===== config.mk =====
export PLATFORM = sky130hd
export DESIGN_NAME = snax_spm_port_arbiter
export DESIGN_NICKNAME = d
export VERILOG_FILES = /design/src/rtl/snax_spm_port_arbiter.sv
export SDC_FILE = /design/constraint.sdc
export NUM_CORES = 1
export LEC_CHECK = 0
export ABC_AREA = 0
export BUFFER_PORTS_ARGS = -buffer_cell sky130_fd_sc_hd__buf_2
export CAP_MARGIN = 25
export CELL_PAD_IN_SITES_DETAIL_PLACEMENT = 0
export CELL_PAD_IN_SITES_GLOBAL_PLACEMENT = 1
export CORE_AREA = 5 5 182 184
export CTS_BUF_LIST = sky130_fd_sc_hd__clkbuf_16
export CTS_CLUSTER_DIAMETER = 80
export CTS_CLUSTER_SIZE = 8
export DETAILED_ROUTE_END_ITERATION = 8
export DIE_AREA = 0 0 187 189
export GPL_TIMING_DRIVEN = 0
export PLACE_DENSITY_LB_ADDON = 0.1
export SYNTH_ARGS = -nofsm -noshare
export SYNTH_HDL_FRONTEND = slang
export SYNTH_SLANG_ARGS = --single-unit

===== constraint.sdc =====
create_clock -name clk_i -period 2.6 [get_ports clk_i]
set_clock_uncertainty 0.15 [all_clocks]
set_input_delay 0.13 -clock clk_i [delete_from_list [all_inputs] [get_ports clk_i]]
set_output_delay 0.13 -clock clk_i [all_outputs]
set_load 0.01 [all_outputs]

===== src/rtl/snax_spm_port_arbiter.sv =====
// snax_spm_port_arbiter
//   Shares one single-port scratchpad between NumPorts mem-style requesters.
//   A round-robin arbiter picks one request per cycle. The index of every accepted
//   request goes into an in-order FIFO, so each memory response is returned to the
//   port that issued it. A flush handshake stops new grants and waits for all
//   in-flight requests to return, so the memory can be reconfigured or reloaded.
// Ports
//   clk_i, rst_i          clock, asynchronous active-high reset
//   req_i/gnt_o           per-port request valid / grant (one-hot or zero)
//   addr_i, we_i,
//   wdata_i, strb_i       per-port request payload (byte address)
//   rvalid_o, rdata_o     per-port response valid, shared response data
//   mem_*                 scratchpad request/response channel (word address)
//   flush_i/flush_done_o  level drain request / drained-and-held indication
//   err_o                 sticky: response arrived with nothing in flight
module snax_spm_port_arbiter #(
  parameter int unsigned NumPorts       = 2,
  parameter int unsigned AddrWidth      = 48,
  parameter int unsigned DataWidth      = 64,
  parameter int unsigned MemAddrWidth   = 16,
  parameter int unsigned MaxOutstanding = 4,
  localparam int unsigned StrbWidth     = DataWidth / 8
) (
  input  logic                               clk_i,
  input  logic                               rst_i,
  input  logic [NumPorts-1:0]                req_i,
  output logic [NumPorts-1:0]                gnt_o,
  input  logic [NumPorts-1:0][AddrWidth-1:0] addr_i,
  input  logic [NumPorts-1:0]                we_i,
  input  logic [NumPorts-1:0][DataWidth-1:0] wdata_i,
  input  logic [NumPorts-1:0][StrbWidth-1:0] strb_i,
  output logic [NumPorts-1:0]                rvalid_o,
  output logic [DataWidth-1:0]               rdata_o,
  output logic                               mem_valid_o,
  input  logic                               mem_ready_i,
  output logic                               mem_we_o,
  output logic [MemAddrWidth-1:0]            mem_addr_o,
  output logic [DataWidth-1:0]               mem_wdata_o,
  output logic [StrbWidth-1:0]               mem_be_o,
  input  logic                               mem_rvalid_i,
  input  logic [DataWidth-1:0]               mem_rdata_i,
  input  logic                               flush_i,
  output logic                               flush_done_o,
  output logic                               err_o
);

  localparam int unsigned OffW = $clog2(StrbWidth);
  localparam int unsigned IdxW = (NumPorts > 1) ? $clog2(NumPorts) : 1;
  // MaxOutstanding is a power of two, so the FIFO pointers wrap naturally.
  localparam int unsigned PtrW = (MaxOutstanding > 1) ? $clog2(MaxOutstanding) : 1;
  localparam int unsigned CntW = $clog2(MaxOutstanding + 1);

  typedef enum logic [1:0] {RUN, DRAIN, HOLD} state_e;

  state_e          state;
  logic [IdxW-1:0] rr_ptr;
  logic [IdxW-1:0] win;
  logic [IdxW-1:0] cand;
  logic            win_vld;
  logic [IdxW-1:0] idx_fifo [MaxOutstanding];
  logic [PtrW-1:0] wr_ptr;
  logic [PtrW-1:0] rd_ptr;
  logic [CntW-1:0] count;
  logic [CntW-1:0] count_nxt;
  logic            full;
  logic            empty;
  logic            can_grant;
  logic            push;
  logic            pop;

  // Byte offset and the address bits above the scratchpad size are dropped on
  // purpose: larger addresses alias onto the memory.
  logic unused_addr;
  assign unused_addr = ^addr_i;

  assign full  = (count == CntW'(MaxOutstanding));
  assign empty = (count == '0);
  // Full is judged on the registered count, so a pop in the same cycle does not
  // open a slot until the next cycle. A rising flush_i blocks grants at once.
  assign can_grant = !rst_i && (state == RUN) && !flush_i && !full;

  // Round-robin search: walk offsets from the highest down so the last hit,
  // which wins, is the first requester at/after the pointer.
  always_comb begin
    win     = '0;
    win_vld = 1'b0;
    cand    = '0;
    for (int i = int'(NumPorts) - 1; i >= 0; i--) begin
      cand = IdxW'((32'(rr_ptr) + 32'(i)) % NumPorts);
      if (req_i[cand]) begin
        win     = cand;
        win_vld = 1'b1;
      end
    end
  end

  assign mem_valid_o = can_grant && win_vld;

  always_comb begin
    mem_we_o    = 1'b0;
    mem_addr_o  = '0;
    mem_wdata_o = '0;
    mem_be_o    = '0;
    gnt_o       = '0;
    if (mem_valid_o) begin
      mem_we_o    = we_i[win];
      mem_addr_o  = addr_i[win][MemAddrWidth+OffW-1:OffW];
      mem_wdata_o = wdata_i[win];
      mem_be_o    = strb_i[win];
      gnt_o[win]  = mem_ready_i;
    end
  end

  assign push = mem_valid_o && mem_ready_i;
  // A response with nothing in flight is not forwarded; it only raises err_o.
  assign pop  = mem_rvalid_i && !empty;

  assign count_nxt = count + CntW'(push) - CntW'(pop);

  // Responses pass straight through to the port at the FIFO head.
  always_comb begin
    rvalid_o = '0;
    if (pop) rvalid_o[idx_fifo[rd_ptr]] = 1'b1;
  end

  assign rdata_o = pop ? mem_rdata_i : '0;

  always_ff @(posedge clk_i or posedge rst_i) begin
    if (rst_i) begin
      rr_ptr       <= '0;
      wr_ptr       <= '0;
      rd_ptr       <= '0;
      count        <= '0;
      err_o        <= 1'b0;
      state        <= RUN;
      flush_done_o <= 1'b0;
    end else begin
      if (push) begin
        wr_ptr <= wr_ptr + PtrW'(1);
        rr_ptr <= (win == IdxW'(NumPorts - 1)) ? '0 : win + IdxW'(1);
      end
      if (pop) rd_ptr <= rd_ptr + PtrW'(1);
      count <= count_nxt;
      if (mem_rvalid_i && empty) err_o <= 1'b1;

      case (state)
        RUN: begin
          if (flush_i) state <= DRAIN;
        end
        DRAIN: begin
          if (!flush_i) begin
            state <= RUN;
          end else if (count_nxt == '0) begin
            // Look at the next count so done rises right after the last response.
            state        <= HOLD;
            flush_done_o <= 1'b1;
          end
        end
        HOLD: begin
          if (!flush_i) begin
            state        <= RUN;
            flush_done_o <= 1'b0;
          end
        end
        default: begin
          state        <= RUN;
          flush_done_o <= 1'b0;
        end
      endcase
    end
  end

  // Index storage needs no reset: entries are only read between push and pop.
  always_ff @(posedge clk_i) begin
    if (push) idx_fifo[wr_ptr] <= win;
  end

endmodule

* After elaboration in Yosys (flattened, before gate mapping)
Memories as Yosys holds them, arrays and structs flattened.
Cells that the tools add are included.
** Operators by class
- $add $sub $neg :: 6
- $lt $le $gt $ge :: 6
- Eq/ne operators :: 8
- Mux-type cells :: 39
- Bitwise operators :: 2
- Reductions and logical operators :: 18
** Operators by type and width (count)
- 2-to-1 mux 64 bit :: 4
- 2-to-1 mux 19 bit :: 2
- 2-to-1 mux 8 bit :: 3
- 2-to-1 mux 1 bit :: 19
- 2-to-1 mux 16 bit :: 1
- 2-to-1 mux 2 bit :: 6
- logical AND 1 bit :: 9
- less-than comparator 1 x 2 -> 1 bit, second input constant :: 4
- inequality test 2 bit, second input constant :: 4
- logical NOT 3 bit :: 2
- one-hot mux 2 bit (3 select lines) :: 1
- adder 2 x 1 -> 2 bit, second input constant :: 2
- logical NOT 1 bit :: 4
- AND reduction 4 bit :: 1
- adder 3 x 1 -> 3 bit :: 1
- == test 3 bit, second input constant :: 1
- inequality test 3 bit, second input constant :: 1
- one-hot mux 1 bit (3 select lines) :: 1
- AND reduction 3 bit :: 1
- subtractor 3 x 1 -> 3 bit :: 1
- adder 1 bit, second input constant :: 2
- bitwise AND 2 bit :: 1
- demux 1 bit (select 1 bit) :: 2
- == test 2 x 1 -> 1 bit, second input constant :: 1
- other kinds (4) :: 5
** Word-level totals
- Bits in registers :: 12
- Bits in writable memories :: 4
- Output and inout bits :: 160
- Word-level logic and storage cells :: 87
- Memories :: 1
** Memories
- idx_fifo :: depth 4, bits a word 1, read ports 1, clocked after memory_dff 0, wr ports 1, RTL line 60 : logic [IdxW-1:0] idx_fifo [MaxOutstanding];

* Depth between registers and ports, before layout
- Depth in word-level cells :: 13
- Gate-level depth with buffers :: 11

* Least setup slack after synthesis
OpenSTA, ideal clock, no wires.
- Path kind :: register to register
- Start point :: register count[1]
- End point :: register flush_done_o
- Library setup time :: 0.066 ns
- Arrival :: 2.561 ns
- Data required time :: 2.384 ns
- Slack :: -0.177 ns
- Stages on the path, launching flop included :: 12
- Path through :: dfrtp_1 > o31a_1 > clkbuf_1 > buf_2 > ha_1 > inv_1 > ha_1 > inv_1 > fa_1 > xor3_1 > nor3_1 > a22o_1
** On the way
- Word-level cells in the longest chain between the ends :: 10
- Elaborated cells on any way between the ends :: 13
** Ends and longest elaborated chain
- start, declared :: RTL line 63 : logic [CntW-1:0] count;
- start signal, assigned :: RTL line 143 : count <= count_nxt;
- == test 3 bit :: RTL line 76 : assign full = (count == CntW'(MaxOutstanding));
- logical NOT 1 bit :: RTL line 80 : assign can_grant = !rst_i && (state == RUN) && !flush_i && !full;
- logical AND 1 bit :: RTL line 80
- logical AND 1 bit :: RTL line 97 : assign mem_valid_o = can_grant && win_vld;
- logical AND 1 bit :: RTL line 114 : assign push = mem_valid_o && mem_ready_i;
- adder 3 x 1 -> 3 bit :: RTL line 118 : assign count_nxt = count + CntW'(push) - CntW'(pop);
- subtractor 3 x 1 -> 3 bit * :: RTL line 118
- named net count_nxt[2] :: RTL line 64 : logic [CntW-1:0] count_nxt;
- logical NOT 3 bit * :: RTL line 153 : end else if (count_nxt == '0) begin
- inequality test 2 bit (no source line) *
- AND reduction 4 bit (no source line) *
- end signal, assigned :: RTL line 156 : flush_done_o <= 1'b1;
- end signal, assigned :: RTL line 162 : flush_done_o <= 1'b0;
- end signal, assigned :: RTL line 167 : flush_done_o <= 1'b0;
- end, declared :: RTL line 43 : output logic flush_done_o,
Mark *: on every way through the listed nets, which the timed path passes. The rest lies on a longest branch.
A chain may end at the register's enable or synchronous reset.

* Worst setup path in the final report
- Start point :: register count[0]
- End point :: register flush_done_o
** On the way
- Word-level cells in the longest chain between the ends :: 10
- Elaborated cells on any way between the ends :: 13
** Ends and longest elaborated chain (RTL line)
- == test 3 bit :: 76
- logical NOT 1 bit :: 80
- logical AND 1 bit :: 80
- logical AND 1 bit :: 97
- logical AND 1 bit :: 114
- adder 3 x 1 -> 3 bit :: 118
- subtractor 3 x 1 -> 3 bit * :: 118
- logical NOT 3 bit * :: 153
- inequality test 2 bit (no source line) *
- AND reduction 4 bit (no source line) *
Mark *: on every way between the ends. The rest lies on a longest branch, timed or not.

==> impl_metrics.prom <==
# TYPE chip_impl_metric gauge
chip_impl_metric{name="initial_core_util",unit="%"} 9.836
chip_impl_metric{name="core",unit="um^2"} 31230
chip_impl_metric{name="fillCellCount",unit=""} 3663
chip_impl_info{name="synth-main-ff-cell",value="dfrtp_1"} 1
chip_impl_metric{name="holdWs",unit="ns"} 0.01975
chip_impl_metric{name="die_height",unit="um"} 189
chip_impl_metric{name="floorplan.die_area",unit="um^2"} 35340
chip_impl_info{name="rsz0062_at_grt",value="true"} 1
chip_impl_metric{name="antenna_found_initial",unit=""} 2
chip_impl_metric{name="final_core_util",unit="%"} 18.73
chip_impl_metric{name="fin_area",unit="um^2"} 5851
chip_impl_metric{name="area.growth.synth_to_final",unit="%"} 90.47
chip_impl_info{name="tritoncts",value="built"} 1
chip_impl_metric{name="worst_margin_pin_slew",unit="ns"} 0.6042
chip_impl_info{name="cts.root.buffer_cell",value="clkbuf_16"} 1
chip_impl_metric{name="fin_total_pwr",unit="uW"} 2810
chip_impl_metric{name="h_tree_levels",unit=""} 1
chip_impl_metric{name="finalHoldViolCount",unit=""} 0
chip_impl_metric{name="maximum_number_of_pins_on_one_net_before_global_route_repair",unit=""} 13
chip_impl_metric{name="cp_max_fo",unit=""} 4
chip_impl_info{name="netlist.top_cell.by_area",value="nand3b_1"} 1
chip_impl_metric{name="synthDominantCellAreaShare",unit="%"} 21.75
chip_impl_info{name="synth.area.top_cells",value="nand3b_1 22%, o21ai_0 14%, and2_1 13%"} 1
chip_impl_metric{name="setup-violations-final",unit=""} 0
chip_impl_info{name="worst_setup_path_end_kind",value="register"} 1
chip_impl_metric{name="cp.arrival",unit="ns"} 2.61
chip_impl_metric{name="detailroute.via_count",unit=""} 4962
chip_impl_metric{name="final_net_count",unit=""} 1195
chip_impl_metric{name="groute.usage.overall",unit="%"} 11.19
chip_impl_metric{name="gpl.final_weighted_congestion",unit=""} 0.7287
chip_impl_metric{name="worst_setup_hold_path_clk_slew",unit="ns"} 0.05
chip_impl_metric{name="boundaryPins",unit=""} 473
chip_impl_metric{name="detailedRoute.firstIterationViolations",unit=""} 159
chip_impl_metric{name="drcViolationCount",unit=""} 0
chip_impl_metric{name="cts_buffers",unit=""} 3
chip_impl_metric{name="pwrdens",unit="nW/um^2"} 480.3
chip_impl_metric{name="dp_hpwl",unit="mm"} 18.23
chip_impl_metric{name="placed_area",unit="um^2"} 5677
chip_impl_info{name="timing_worst_setup_path_type",value="reg -> reg"} 1
chip_impl_info{name="status",value="finished, final reports clean"} 1
chip_impl_metric{name="global_route.overflow_total",unit=""} 0
chip_impl_metric{name="tritoncts_num_sinks",unit=""} 16
chip_impl_metric{name="max_freq",unit="GHz"} 0.3884
chip_impl_metric{name="drt_first_pass_iters",unit=""} 4
chip_impl_metric{name="groute.layer.met2.usage",unit="%"} 21.76
chip_impl_metric{name="first_global_vias",unit=""} 5274
chip_impl_info{name="cp-endpoint",value="flush_done_o"} 1
chip_impl_metric{name="fin_crit_sh",unit="%"} 99.02
chip_impl_metric{name="final_layout_size_suffix_gt1_share",unit="%"} 53.32
chip_impl_metric{name="synthCells",unit=""} 453
chip_impl_metric{name="vdd_ir_drop_max",unit="V"} 0.0002312
chip_impl_metric{name="reg2reg_setup_slack",unit="ns"} 0.03
chip_impl_metric{name="synth.avg_cell_area",unit="um^2"} 6.781
chip_impl_info{name="synthMostInstantiatedCell",value="nand3b_1"} 1
chip_impl_info{name="top_usage_layer",value="met2"} 1
chip_impl_info{name="critPathLaunchType",value="register"} 1
chip_impl_metric{name="synth-warning-count",unit=""} 0
chip_impl_metric{name="postLayoutSetupSlackWorst",unit="ns"} 0.02537
chip_impl_metric{name="layout.area.seq",unit="um^2"} 424.2
chip_impl_info{name="worst_setup_path_startpoint",value="count[0]"} 1
chip_impl_metric{name="async_flop_share",unit="%"} 75.00
chip_impl_metric{name="timing.reg2reg.worst_path_depth",unit=""} 10
chip_impl_metric{name="area_of_combinational_cells_with_multiple_inputs",unit="um^2"} 2435
chip_impl_metric{name="grt_first_pass_wirelength",unit="mm"} 31.43
chip_impl_metric{name="grtUsageMet1",unit="%"} 11.39
chip_impl_metric{name="dp_slack",unit="ns"} -0.2541
chip_impl_metric{name="required",unit="ns"} 2.64
chip_impl_metric{name="postSynthNetCount",unit=""} 773
chip_impl_info{name="synth_common_cells",value="89 x nand3b_1, 84 x o21ai_0, 79 x a21oi_1"} 1
chip_impl_metric{name="antenna-diode-count",unit=""} 0
chip_impl_metric{name="leakagePower",unit="uW"} 0.002941
chip_impl_info{name="startpoint_of_the_worst_register_to_register_path",value="count[0]"} 1
chip_impl_metric{name="slew-limit-headroom",unit="%"} 59.59
chip_impl_metric{name="slew_viol_final",unit=""} 0
chip_impl_info{name="min-delay-path-class",value="in -> reg"} 1
chip_impl_metric{name="drt_wl_total",unit="mm"} 21.32
chip_impl_metric{name="period_minus_slack",unit="ns"} 2.575
chip_impl_metric{name="core.rowCount",unit=""} 65
chip_impl_info{name="reg2reg_to",value="flush_done_o"} 1
chip_impl_metric{name="detail-route-antenna-nets",unit=""} 0
chip_impl_metric{name="port_buffers",unit=""} 408
chip_impl_metric{name="number_of_enable_flip_flop_cells_after_synthesis",unit=""} 4
chip_impl_metric{name="max-clock-path-buffers",unit=""} 2
chip_impl_metric{name="post_drt_wl_per_cell",unit="um"} 16.71
chip_impl_metric{name="skew_pair_late_insertion_delay",unit="ns"} 0.25
chip_impl_metric{name="viasPerCell",unit=""} 3.889
chip_impl_metric{name="portion_of_the_post_synthesis_area_used_by_sequential_elements",unit="%"} 13.69
chip_impl_metric{name="post_synth_instance_area",unit="um^2"} 3072
chip_impl_metric{name="synth.ff_latch_count",unit=""} 16
chip_impl_metric{name="hold_path_depth",unit=""} 2
chip_impl_metric{name="die_width",unit="um"} 187
chip_impl_metric{name="max-cap-violations",unit=""} 0
chip_impl_metric{name="met3_usage",unit="%"} 4.130
chip_impl_metric{name="distinct_cell_type_count_after_synthesis",unit=""} 35
[timing repair]
action	in CTS	in global routing
pin swaps	8	6
resized for setup	2	13
gates cloned	0	0
hold buffers	2	0
endpoints found under the setup margin	12	28
hold endpoints to repair	13	0
buffers inserted	5	3
[logic make-up (layout without fill, tap and decap cells)]
logic type / Yosys count / after routing / synth area share [%]
flops: 16 / 16 / 13.69
compound gates: 183 / 183 / 31.49
fa+ha+maj: 7 / 7 / 3.096
buf+inv: 65 / 486 / 9.002
mux: 3 / 3 / 1.466
xor+xnor: 4 / 4 / 1.629
simple gates: 175 / 175 / 39.63
[sequential cells by signal, indices dropped and copies added, names as in the netlist]
signal,flops
count,3
err_o,1
flush_done_o,1
idx_fifo,4
rd_ptr,2
rr_ptr,1
state,2
wr_ptr,2
[worst min path at each step]
stage                        from            to  slack [ns]
after floorplan             rst_i      count[0]       -0.16
after global placement      rst_i  flush_done_o        0.09
after detailed placement    rst_i  flush_done_o        0.08
after CTS                 flush_i      state[1]        0.02
after global routing      flush_i      state[1]        0.03
final                     flush_i      state[1]        0.02
[layer usage]
metal  vias to the layer above  routed length [um]  part of all wire (%)
met5                         -                  22                  0.10
met4                         4                 418                   2.0
met3                        22                2069                   9.7
met2                       276               11220                    53
met1                      2221                7594                    36
li1                       2439                   -                     -
[where the power goes]
part           internal (uW)  leakage (uW)  switching, uW
combinational            943       0.00273           1110
sequential               358      0.000173           93.8
clock                    204     0.0000385            102
total                   1510       0.00294           1300
[placed cells by master (no fill, tap or decap), types with 2 or more instances in the layout]
cell type	instances
dlygate4sd3_1	2
clkbuf_16	3
dfrtp_2	3
a22o_1	2
xnor2_1	2
and2_1	65
a21oi_2	10
and3_1	4
inv_1	6
o21ai_1	6
a21oi_1	79
mux2_2	2
dfrtp_1	9
clkbuf_1	36
nor2b_1	3
clkbuf_2	4
buf_2	418
edfxtp_1	4
buf_4	9
inv_2	4
ha_4	2
nor2_1	3
ha_1	4
nand3b_1	89
buf_6	2
nor3_1	2
o21ai_0	84
[area by class of cell]
| cell class | instances | share of cell area, % |
|---|---|---|
| clock buffers | 3 | 1.283 |
| inverters | 10 | 0.6416 |
| clock inverters | 1 | 0.06416 |
| flip-flops and latches | 16 | 7.250 |
| multi-input cells | 372 | 41.62 |
| repair buffers | 418 | 36.27 |
| well taps | 402 | 8.597 |
| plain buffers | 54 | 4.277 |
[worst max-delay path: stages, from the launching register on]
cell	delay, ns
dfrtp_2	0.43
or3b_4	0.43
nand4_4	0.12
ha_4	0.20
inv_2	0.05
ha_4	0.11
inv_2	0.03
fa_2	0.54
nand2_2	0.07
nor3_4	0.20
a22o_1	0.17
[through the flow]
stage	std cells	TNS, ns
finish	1276	0
detailed placement	1263	-0.7013
floorplan	453	0
CTS	1273	-0.2559
global route	1276	-0.1861
global placement	1263	-0.7096
Power figures use the tool's default switching activity.
